### config.mk
export PLATFORM = sky130hd
export DESIGN_NAME = wb_interconnect
export DESIGN_NICKNAME = d
export VERILOG_FILES = /design/src/rtl/wb_defs.sv /design/src/rtl/wb_rr_arbiter.sv /design/src/rtl/wb_interconnect.sv
export SDC_FILE = /design/constraint.sdc
export NUM_CORES = 1
export LEC_CHECK = 0
export BUFFER_PORTS_ARGS = -buffer_cell sky130_fd_sc_hd__buf_2
export CAP_MARGIN = 10
export CORE_AREA = 2 2 139 141
export DETAILED_ROUTE_END_ITERATION = 8
export DIE_AREA = 0 0 141 143
export GPL_TIMING_DRIVEN = 0
export MAX_ROUTING_LAYER = met4
export PLACE_DENSITY = 0.47
export SYNTH_ARGS = -nofsm -noshare
export SYNTH_HDL_FRONTEND = slang
export SYNTH_SLANG_ARGS = --single-unit
### constraint.sdc
create_clock -name clk_i -period 1.4 [get_ports clk_i]
set_input_delay 0.28 -clock clk_i [delete_from_list [all_inputs] [get_ports clk_i]]
set_output_delay 0.28 -clock clk_i [all_outputs]
set_load 0.01 [all_outputs]
### src/rtl/wb_defs.sv
// wb_defs: shared FSM state encoding and default bus widths for the Wishbone interconnect
package wb_defs;
  localparam int WB_DW = 32;
  localparam int WB_AW = 32;
  localparam int WB_SW = 4;
  typedef enum logic [1:0] {
    IDLE  = 2'd0,
    OWNED = 2'd1,
    ERR   = 2'd2
  } wb_state_e;
endpackage

### src/rtl/wb_rr_arbiter.sv
// wb_rr_arbiter: round-robin pick of the first requester at or after i_ptr
// Ports: i_req request vector, i_ptr scan start index, o_grant one-hot winner (all zero when idle).
module wb_rr_arbiter #(
  parameter int N  = 2,
  parameter int PW = (N > 1) ? $clog2(N) : 1
) (
  input  logic [N-1:0]  i_req,
  input  logic [PW-1:0] i_ptr,
  output logic [N-1:0]  o_grant
);
  logic [2*N-1:0] w_rot;
  logic [2*N-1:0] w_back;
  logic [N-1:0]   w_low;
  // rotate so i_ptr sits at bit 0, isolate the lowest set bit, rotate back
  assign w_rot   = {i_req, i_req} >> i_ptr;
  assign w_low   = w_rot[N-1:0] & -w_rot[N-1:0];
  assign w_back  = {w_low, w_low} << i_ptr;
  assign o_grant = w_back[2*N-1:N];
endmodule

### src/rtl/wb_interconnect.sv
// wb_interconnect: shared-bus Wishbone interconnect with round-robin arbitration and address decode
// Ports: clk_i/rst_i; m_* flattened master requests with per-master ack/err and shared read data;
// s_* broadcast request, per-slave stb/cyc, flattened slave responses; grant_o one-hot bus owner.
// Define WB_INTERCONNECT_TIMEOUT_EN to add a slave response timeout that terminates with err.
module wb_interconnect
  import wb_defs::*;
#(
  parameter int WB_DATA_WIDTH  = WB_DW,
  parameter int WB_ADDR_WIDTH  = WB_AW,
  parameter int WB_SEL_WIDTH   = WB_SW,
  parameter int NUM_MASTERS    = 2,
  parameter int NUM_SLAVES     = 3,
  parameter logic [NUM_SLAVES*WB_ADDR_WIDTH-1:0] SLAVE_BASE = '0,
  parameter logic [NUM_SLAVES*WB_ADDR_WIDTH-1:0] SLAVE_MASK = '0,
  parameter int TIMEOUT_CYCLES = 255
) (
  input  logic                                  clk_i,
  input  logic                                  rst_i,
  input  logic [NUM_MASTERS*WB_ADDR_WIDTH-1:0]  m_addr_i,
  input  logic [NUM_MASTERS*WB_DATA_WIDTH-1:0]  m_data_i,
  input  logic [NUM_MASTERS*WB_SEL_WIDTH-1:0]   m_sel_i,
  input  logic [NUM_MASTERS-1:0]                m_we_i,
  input  logic [NUM_MASTERS-1:0]                m_stb_i,
  input  logic [NUM_MASTERS-1:0]                m_cyc_i,
  output logic [NUM_MASTERS-1:0]                m_ack_o,
  output logic [NUM_MASTERS-1:0]                m_err_o,
  output logic [WB_DATA_WIDTH-1:0]              m_data_o,
  output logic [WB_ADDR_WIDTH-1:0]              s_addr_o,
  output logic [WB_DATA_WIDTH-1:0]              s_data_o,
  output logic [WB_SEL_WIDTH-1:0]               s_sel_o,
  output logic                                  s_we_o,
  output logic [NUM_SLAVES-1:0]                 s_stb_o,
  output logic [NUM_SLAVES-1:0]                 s_cyc_o,
  input  logic [NUM_SLAVES-1:0]                 s_ack_i,
  input  logic [NUM_SLAVES*WB_DATA_WIDTH-1:0]   s_data_i,
  output logic [NUM_MASTERS-1:0]                grant_o
);
  localparam int AW = WB_ADDR_WIDTH;
  localparam int DW = WB_DATA_WIDTH;
  localparam int SW = WB_SEL_WIDTH;
  localparam int NM = NUM_MASTERS;
  localparam int NS = NUM_SLAVES;
  localparam int PW = (NM > 1) ? $clog2(NM) : 1;
  wb_state_e     r_state, w_state_nxt;
  logic [NM-1:0] r_grant, w_grant_nxt, w_arb_grant;
  logic [PW-1:0] r_rr_ptr, w_rr_nxt, w_idx;
  logic [NS-1:0] w_match, w_hit, w_sel_ack;
  logic          w_cyc, w_stb, w_owned, w_ack, w_tmo;
  wb_rr_arbiter #(.N(NM), .PW(PW)) u_arb (
    .i_req  (m_cyc_i),
    .i_ptr  (r_rr_ptr),
    .o_grant(w_arb_grant)
  );
  always_comb begin
    s_addr_o = '0;
    s_data_o = '0;
    s_sel_o  = '0;
    s_we_o   = 1'b0;
    w_idx    = '0;
    for (int k = 0; k < NM; k++) begin
      if (r_grant[k]) begin
        s_addr_o = m_addr_i[k*AW +: AW];
        s_data_o = m_data_i[k*DW +: DW];
        s_sel_o  = m_sel_i[k*SW +: SW];
        s_we_o   = m_we_i[k];
        w_idx    = PW'(k);
      end
    end
  end
  for (genvar g = 0; g < NS; g++) begin : g_dec
    assign w_match[g] = (s_addr_o & SLAVE_MASK[g*AW +: AW]) == (SLAVE_BASE[g*AW +: AW] & SLAVE_MASK[g*AW +: AW]);
  end
  // lowest matching index wins on overlapping windows
  assign w_hit     = w_match & -w_match;
  assign w_cyc     = |(m_cyc_i & r_grant);
  assign w_stb     = w_cyc & |(m_stb_i & r_grant);
  assign w_owned   = (r_state == OWNED) & ~rst_i;
  assign s_cyc_o   = {NS{w_owned & w_cyc}} & w_hit;
  assign s_stb_o   = {NS{w_owned & w_stb}} & w_hit;
  // only the strobed slave may terminate, so stray acks never reach a master
  assign w_sel_ack = s_ack_i & s_stb_o;
  assign w_ack     = |w_sel_ack;
  assign m_ack_o   = {NM{w_ack}} & r_grant;
  assign m_err_o   = {NM{(r_state == ERR) & ~rst_i}} & r_grant;
  assign grant_o   = r_grant;
  always_comb begin
    m_data_o = '0;
    for (int k = 0; k < NS; k++) m_data_o = m_data_o | (s_data_i[k*DW +: DW] & {DW{w_sel_ack[k]}});
  end
`ifdef WB_INTERCONNECT_TIMEOUT_EN
  logic [15:0] r_tmo_cnt;
  always_ff @(posedge clk_i)
    r_tmo_cnt <= (rst_i || !(|s_stb_o) || w_ack) ? '0 : r_tmo_cnt + 1'b1;
  // r_tmo_cnt is the strobe cycle number minus one; firing here makes the err
  // cycle itself the TIMEOUT_CYCLES-th strobe cycle
  assign w_tmo = (|s_stb_o) & ~w_ack & (r_tmo_cnt == 16'(TIMEOUT_CYCLES - 2));
`else
  assign w_tmo = 1'b0;
`endif
  always_ff @(posedge clk_i) begin
    if (rst_i) begin
      r_state  <= IDLE;
      r_grant  <= '0;
      r_rr_ptr <= '0;
    end else begin
      r_state  <= w_state_nxt;
      r_grant  <= w_grant_nxt;
      r_rr_ptr <= w_rr_nxt;
    end
  end
  always_comb begin
    w_state_nxt = r_state;
    w_grant_nxt = r_grant;
    w_rr_nxt    = r_rr_ptr;
    case (r_state)
      IDLE: if (|m_cyc_i) begin
        w_state_nxt = OWNED;
        w_grant_nxt = w_arb_grant;
      end
      OWNED: if (!w_cyc) begin
        w_state_nxt = IDLE;
        w_grant_nxt = '0;
        w_rr_nxt    = (w_idx == PW'(NM - 1)) ? '0 : w_idx + 1'b1;
      end else if ((w_stb && w_hit == '0) || w_tmo) begin
        w_state_nxt = ERR;
      end
      default: w_state_nxt = OWNED;
    endcase
  end
endmodule

Word-level counts from Yosys, hierarchy flattened --
Index checks and enable logic that the tools add are counted.
Word-level totals: bits in latches 0, logic and storage cells 53, memory bits (writable) 0, memory bits (read-only) 0, output and inout bits 113, bits in registers 5, memories kept 0
Operators by class: magnitude comparators 0, reduce and logical (&&, ||, !) cells 9, multiplexer cells 15, multipliers 0, bitwise logic cells 18, shift-type cells 2, $add $sub $neg 2, eq/ne operators 4, div/mod/pow operators 0
Operators with widths (number):
- $mux W32 | 4
- $and A32 B32 Y32 | 3
- $or A32 B32 Y32 | 2
- $and A2 B2 Y2 | 5
- $mux W4 | 2
- $pmux W2 S2 | 2
- $mux W2 | 3
- $reduce_or A2 Y1 | 3
- $and A1 B1 Y1 | 5
- $mux W1 | 4
- $ne A2 B2 Y1 const B | 2
- $reduce_and A2 Y1 | 2
- $shl A4 B1 Y4 | 1
- $shr A4 B1 Y2 | 1
- $and A3 B1 Y3 | 1
- $reduce_and A3 Y1 | 1
- $reduce_or A3 Y1 | 1
- $eq A2 B1 Y1 const B | 1
- $eq A2 B2 Y1 const B | 1
- $logic_not A2 Y1 | 1
- $neg A2 Y2 | 1
- $not A1 Y1 | 2
- $reduce_bool A2 Y1 | 1
- $add A1 B1 Y1 const B | 1

Longest topological paths before layout --
depth in word-level cells 8, gate-level depth with buffers 5, gate-level depth less buffers 3

Hierarchy --
Synthesis repeated with hierarchy kept, for this count alone.
Unflattened totals: cell total of the unflattened synthesis 161, area total of the unflattened synthesis 1248.7 µm²
Modules (own cells, without submodules):
- wb_interconnect | times used 1, cells an instance 158, area an instance 1229.9 µm², seq. area each 80.1 µm²
- wb_rr_arbiter | times used 1, cells an instance 3, area an instance 18.8 µm², seq. area each 0.0 µm²

Worst setup path before layout --
No wires, ideal clock.
path type register to output, from register r_grant[0] (netlist: grant_o[0]), to output port m_data_o[22], setup slack -0.278 ns, data required time 1.120 ns, data arrival time 1.398 ns, stages on the path, launching flop included 5, path buffers 1, path through dfxtp_1 -> a22oi_2 -> nor4b_4 -> buf_6 -> and3_1
On the way: cells in the longest elaborated chain, start to end 8, elaborated cells on any way between the ends 10
Ends and longest elaborated chain:
- start: declaration | RTL line wb_interconnect.sv:45 | logic [NM-1:0] r_grant, w_grant_nxt, w_arb_grant;
- start signal: assignment | RTL line wb_interconnect.sv:107 | r_grant <= w_grant_nxt;
- $and A2 B2 Y2 (on tied branches) | RTL line wb_interconnect.sv:75, wb_interconnect.sv:76
- $reduce_or A2 Y1 (on tied branches) | RTL line wb_interconnect.sv:75, wb_interconnect.sv:76
- $and A1 B1 Y1 (*) | RTL line wb_interconnect.sv:76 | assign w_stb = w_cyc & |(m_stb_i & r_grant);
- $and A1 B1 Y1 (*) | RTL line wb_interconnect.sv:79 | assign s_stb_o = {NS{w_owned & w_stb}} & w_hit;
- net s_stb_o[0] | RTL line wb_interconnect.sv:32 | output logic [NUM_SLAVES-1:0] s_stb_o,
- $and A3 B1 Y3 (*) | RTL line wb_interconnect.sv:81 | assign w_sel_ack = s_ack_i & s_stb_o;
- $and A32 B32 Y32 (*) | RTL line wb_interconnect.sv:88 | for (int k = 0; k < NS; k++) m_data_o = m_data_o | (s_data_i[k*DW +: DW] & {DW{w_sel_ack[k]}});
- $or A32 B32 Y32 (*) (2 in a row) | RTL line wb_interconnect.sv:88
- end: declaration | RTL line wb_interconnect.sv:27 | output logic [WB_DATA_WIDTH-1:0] m_data_o,
Mark *: on every way through the listed nets, which the timed path passes. The rest lies on a longest branch.

Final worst setup path --
from register r_grant[0] (netlist: grant_o[0]), to output port m_data_o[21]
On the way: cells in the longest elaborated chain, start to end 8, elaborated cells on any way between the ends 10
Ends and longest elaborated chain (RTL line):
- $and A2 B2 Y2 (on tied branches) | wb_interconnect.sv:75, wb_interconnect.sv:76
- $reduce_or A2 Y1 (on tied branches) | wb_interconnect.sv:75, wb_interconnect.sv:76
- $and A1 B1 Y1 (*) | wb_interconnect.sv:76
- $and A1 B1 Y1 (*) | wb_interconnect.sv:79
- $and A3 B1 Y3 (*) | wb_interconnect.sv:81
- $and A32 B32 Y32 (*) | wb_interconnect.sv:88
- $or A32 B32 Y32 (*) (2 in a row) | wb_interconnect.sv:88
Mark *: on every way between the ends. The rest lies on a longest branch, timed or not.

==> key figures <==
Status
  • Status: finished with violations
  • Failing checks: setup timing

Critical path
  • Maximum fanout along the worst path: 10
  • Type of destination of the critical path: primary output
  • Setup CP Type: flop to primary output
  • Worst Path Required: 1.12 ns
  • Path depth of the worst reg2reg path: 4
  • Worst r2r dst: grant_o[1]
  • Critical register-to-register path startpoint: grant_o[1]
  • End of the critical path: m_data_o[21]
  • Start point of the critical path: grant_o[0]
  • CP Data Arrival Time: 1.58 ns
  • Type of origin of the critical path: flop
  • Setup slack on the worst flop-to-flop path: 0.23 ns

GRT
  • Via count of the first global-routing pass: 2333
  • GRT Util Overall: 8.761%
  • GRT overflow: 0
  • Largest net degree at the start of global routing: 11
  • Antenna violations before repair: 0
  • Global-route wire length before repair: 12.92 mm

Synthesis
  • Number of library cell types mapped by synthesis: 25
  • Post-synth design cell area: 0.001217 mm2
  • Sequential share of the synthesized area: 6.578%
  • Mux share of post-synthesis cell area: 0%
  • Area fraction in compound gates after synthesis: 57.14%
  • Largest family of logic cells by synthesized area: compound AO/OA/AOI/OAI gates
  • Parity-gate share of the synthesized area counting xor and xnor cells: 0%
  • Post-synthesis simple-gate area fraction: 22.10%
  • Average cell area after synthesis: 7.705 um2
  • Synthesized-area fraction occupied by adder cells: 0%
  • Synthesized instance count: 158
  • Synth Warn #: 0
  • Number of register bits inferred by synthesis: 4

Place
  • Port buffer count: 283
  • Cells after DPL: 680
  • Routability congestion estimate: 0.7381
  • Placed wire-length estimate after detailed placement: 8.555 mm

CTS
  • CTS tree: yes
  • Inserted Clock Buffers: 3
  • Total of hold buffers inserted after clock tree synthesis: 0
  • Number of clock sinks seen by CTS: 4
  • H-tree levels: 1
  • Maximum count of clock buffers along a single path: 2
  • Buffer cell driving the clock tree root: sky130_fd_sc_hd__clkbuf_16
  • Clock latency on the worst-skew pair: 0.22 ns
  • Clock edge transition at the registers on the reported setup and hold paths: 0.03 ns

Pwr
  • Switching Power: 681.9 uW
  • Worst-case vdd ir drop: 0.0002650 V
  • Internal portion of total power: 1.228 mW
  • Power density of the placed cells: 487.0 mW/mm2
  • Relative contribution of the clock network to total power: 24.2%
  • Net switching share of the total power: 35.70%
  • Static Leak: 2.170 nW
  • Part of the total power dissipated in sequential elements: 7.5%
  • Relative contribution of combinational cells to total power: 68.3%

STA
  • Post-route clock skew: 0.001095 ns
  • Final Hold Viols: 0
  • Total of endpoints with negative setup slack in the final report: 105
  • Minimum setup slack in the final design: -0.4618 ns
  • RSZ-0062 raised after global routing: yes
  • Number of slew-limit violations in the final report: 0
  • Min Clock Period, post-route: 1.862 ns
  • Peak clock frequency supported by timing: 537.1 MHz
  • Portion of the clock cycle consumed by the worst path in the final layout: 133.0%

Final layout
  • Layout filler cell count: 2046
  • Area growth from synthesis to layout: 222.2%
  • Share of cells above drive strength 1: 79.15%
  • Finished Core Util: 21.11%
  • N_diodes: 0
  • Post-route non-filler standard cell count: 704
  • Commonest cells after routing, fill and taps aside: sky130_fd_sc_hd__buf_2, sky130_fd_sc_hd__a22o_1, sky130_fd_sc_hd__buf_6, sky130_fd_sc_hd__and3_4, sky130_fd_sc_hd__buf_4
  • Leading cell type in the layout, fill and taps excluded: sky130_fd_sc_hd__buf_2
  • Net count reported at finish: 714

Hold path
  • Startpoint of the lowest-slack hold path: rst_i
  • WHS Path Cells: 2
  • Class of the most critical hold timing path: input pin to flop

Floorplan
  • Die span in x: 141 um
  • Effective utilization at floorplan: 6.552%
  • Die H: 143 um
  • Die outline area: 0.02016 mm2
  • Floorplan core area: 0.01858 mm2
  • IO Count: 356
  • FP Rows: 50

Routing
  • Routed WL: 10.32 mm
  • Via count: 2606
  • Drt first-iter violations: 30
  • Count of nets left with antenna violations after detail routing: 0
  • Detailed-router iteration count before antenna repair: 4
  • Vias per Instance: 3.702
  • Post-detailed-route wirelength per cell: 14.66 um
  • Residual DRC count: 0

Job
  • Max-capacitance violation count: 0
## power by group through the flow
| stage | logic [mW] | clock network, mW | registers, mW |
|---|---|---|---|
| 2_1_floorplan | 0.454 | 0 | 0.142 |
| 3_3_place_gp | 1.02 | 0 | 0.148 |
| 3_5_place_dp | 1.02 | 0 | 0.148 |
| 4_1_cts | 1.12 | 0.473 | 0.144 |
| 5_1_grt | 1.40 | 0.477 | 0.145 |
| 6_report | 1.30 | 0.463 | 0.143 |
## metrics by stage
step           cell area [um2]  power (mW)  hold slack (ns)  setup TNS (ns)  worst slack, ns
2_1_floorplan             1394      0.5955           0.3491          -5.106          -0.1796
4_1_cts                   3538       1.738           0.3395          -34.54          -0.4789
6_report                  3923       1.910           0.3553          -37.34          -0.4618
5_1_grt                   3923       2.025           0.3771          -42.84          -0.5207
3_5_place_dp              3103       1.168           0.4933          -55.20          -0.7404
3_3_place_gp              3103       1.173           0.4865          -56.16          -0.7472
## how the worst min path moves through the flow
stage / slack (ns) / endpoint
after floorplan: 0.35 / r_state[0]
after global placement: 0.49 / r_rr_ptr
after detailed placement: 0.49 / r_rr_ptr
after CTS: 0.34 / r_state[0]
after global routing: 0.38 / r_state[0]
final: 0.36 / r_state[0]
## layer usage
metal / global-route usage (%) / wire [um] / vias up
li1: - / - / 1259
met1: 9.001 / 3749 / 1130
met2: 18.41 / 5768 / 211
met3: 0.7378 / 757 / 6
met4: 0.9474 / 46 / 0
met5: - / 0 / -
## area by class of cell
| type | count | area, um2 | area share [%] |
|---|---|---|---|
| plain buffers | 28 | 319.1 | 8.134 |
| well taps | 234 | 292.8 | 7.464 |
| clock buffers | 4 | 78.83 | 2.010 |
| multi-input cells | 128 | 1197 | 30.53 |
| inverters | 3 | 11.26 | 0.2871 |
| flip-flops and latches | 4 | 87.58 | 2.233 |
| repair buffers | 303 | 1936 | 49.35 |
## worst max-delay path: stages, from the launching register on
cell and delay (ns):
sky130_fd_sc_hd__dfxtp_4 0.37, sky130_fd_sc_hd__a22oi_2 0.10, sky130_fd_sc_hd__nor4b_4 0.27, sky130_fd_sc_hd__buf_6 0.18, sky130_fd_sc_hd__buf_8 0.13, sky130_fd_sc_hd__and3_4 0.20, sky130_fd_sc_hd__buf_6 0.10
## synth_stat cells
cell type	number	area share, %
sky130_fd_sc_hd__a2111oi_0	1	0.72
sky130_fd_sc_hd__a211oi_1	1	0.62
sky130_fd_sc_hd__a21boi_0	1	0.62
sky130_fd_sc_hd__a21o_1	1	0.62
sky130_fd_sc_hd__a21oi_1	1	0.41
sky130_fd_sc_hd__a22o_1	70	50
sky130_fd_sc_hd__a22oi_1	1	0.62
sky130_fd_sc_hd__a22oi_2	1	1.0
sky130_fd_sc_hd__a311oi_1	1	0.72
sky130_fd_sc_hd__a32o_1	1	0.82
sky130_fd_sc_hd__and3_1	34	17
sky130_fd_sc_hd__buf_1	1	0.31
sky130_fd_sc_hd__buf_2	3	1.2
sky130_fd_sc_hd__buf_4	7	4.3
sky130_fd_sc_hd__buf_6	3	2.8
sky130_fd_sc_hd__clkbuf_1	14	4.3
sky130_fd_sc_hd__conb_1	1	0.31
sky130_fd_sc_hd__dfxtp_1	4	6.6
sky130_fd_sc_hd__inv_1	3	0.92
sky130_fd_sc_hd__nand2_1	2	0.62
sky130_fd_sc_hd__nand2b_1	1	0.51
sky130_fd_sc_hd__nor2_1	3	0.92
sky130_fd_sc_hd__nor3b_1	1	0.62
sky130_fd_sc_hd__nor4b_4	1	2.0
sky130_fd_sc_hd__o21bai_1	1	0.62
## flip-flops by register name (all words and copies together) (netlist names)
name,cells
r_rr_ptr,1
r_state,1
grant_o,2
## cells by family after synthesis
kind of cell | Yosys count
compound gates | 80
other cells | 1
simple gates | 42
flops | 4
buf+inv | 31
## timing repair
action                                  CTS  global route
setup buffers                             6             8
gates cloned                              1             5
pin swaps                                10             8
endpoints found under the setup margin  104           105
resized for setup                        72            47
(Power assumes the default switching activity.)
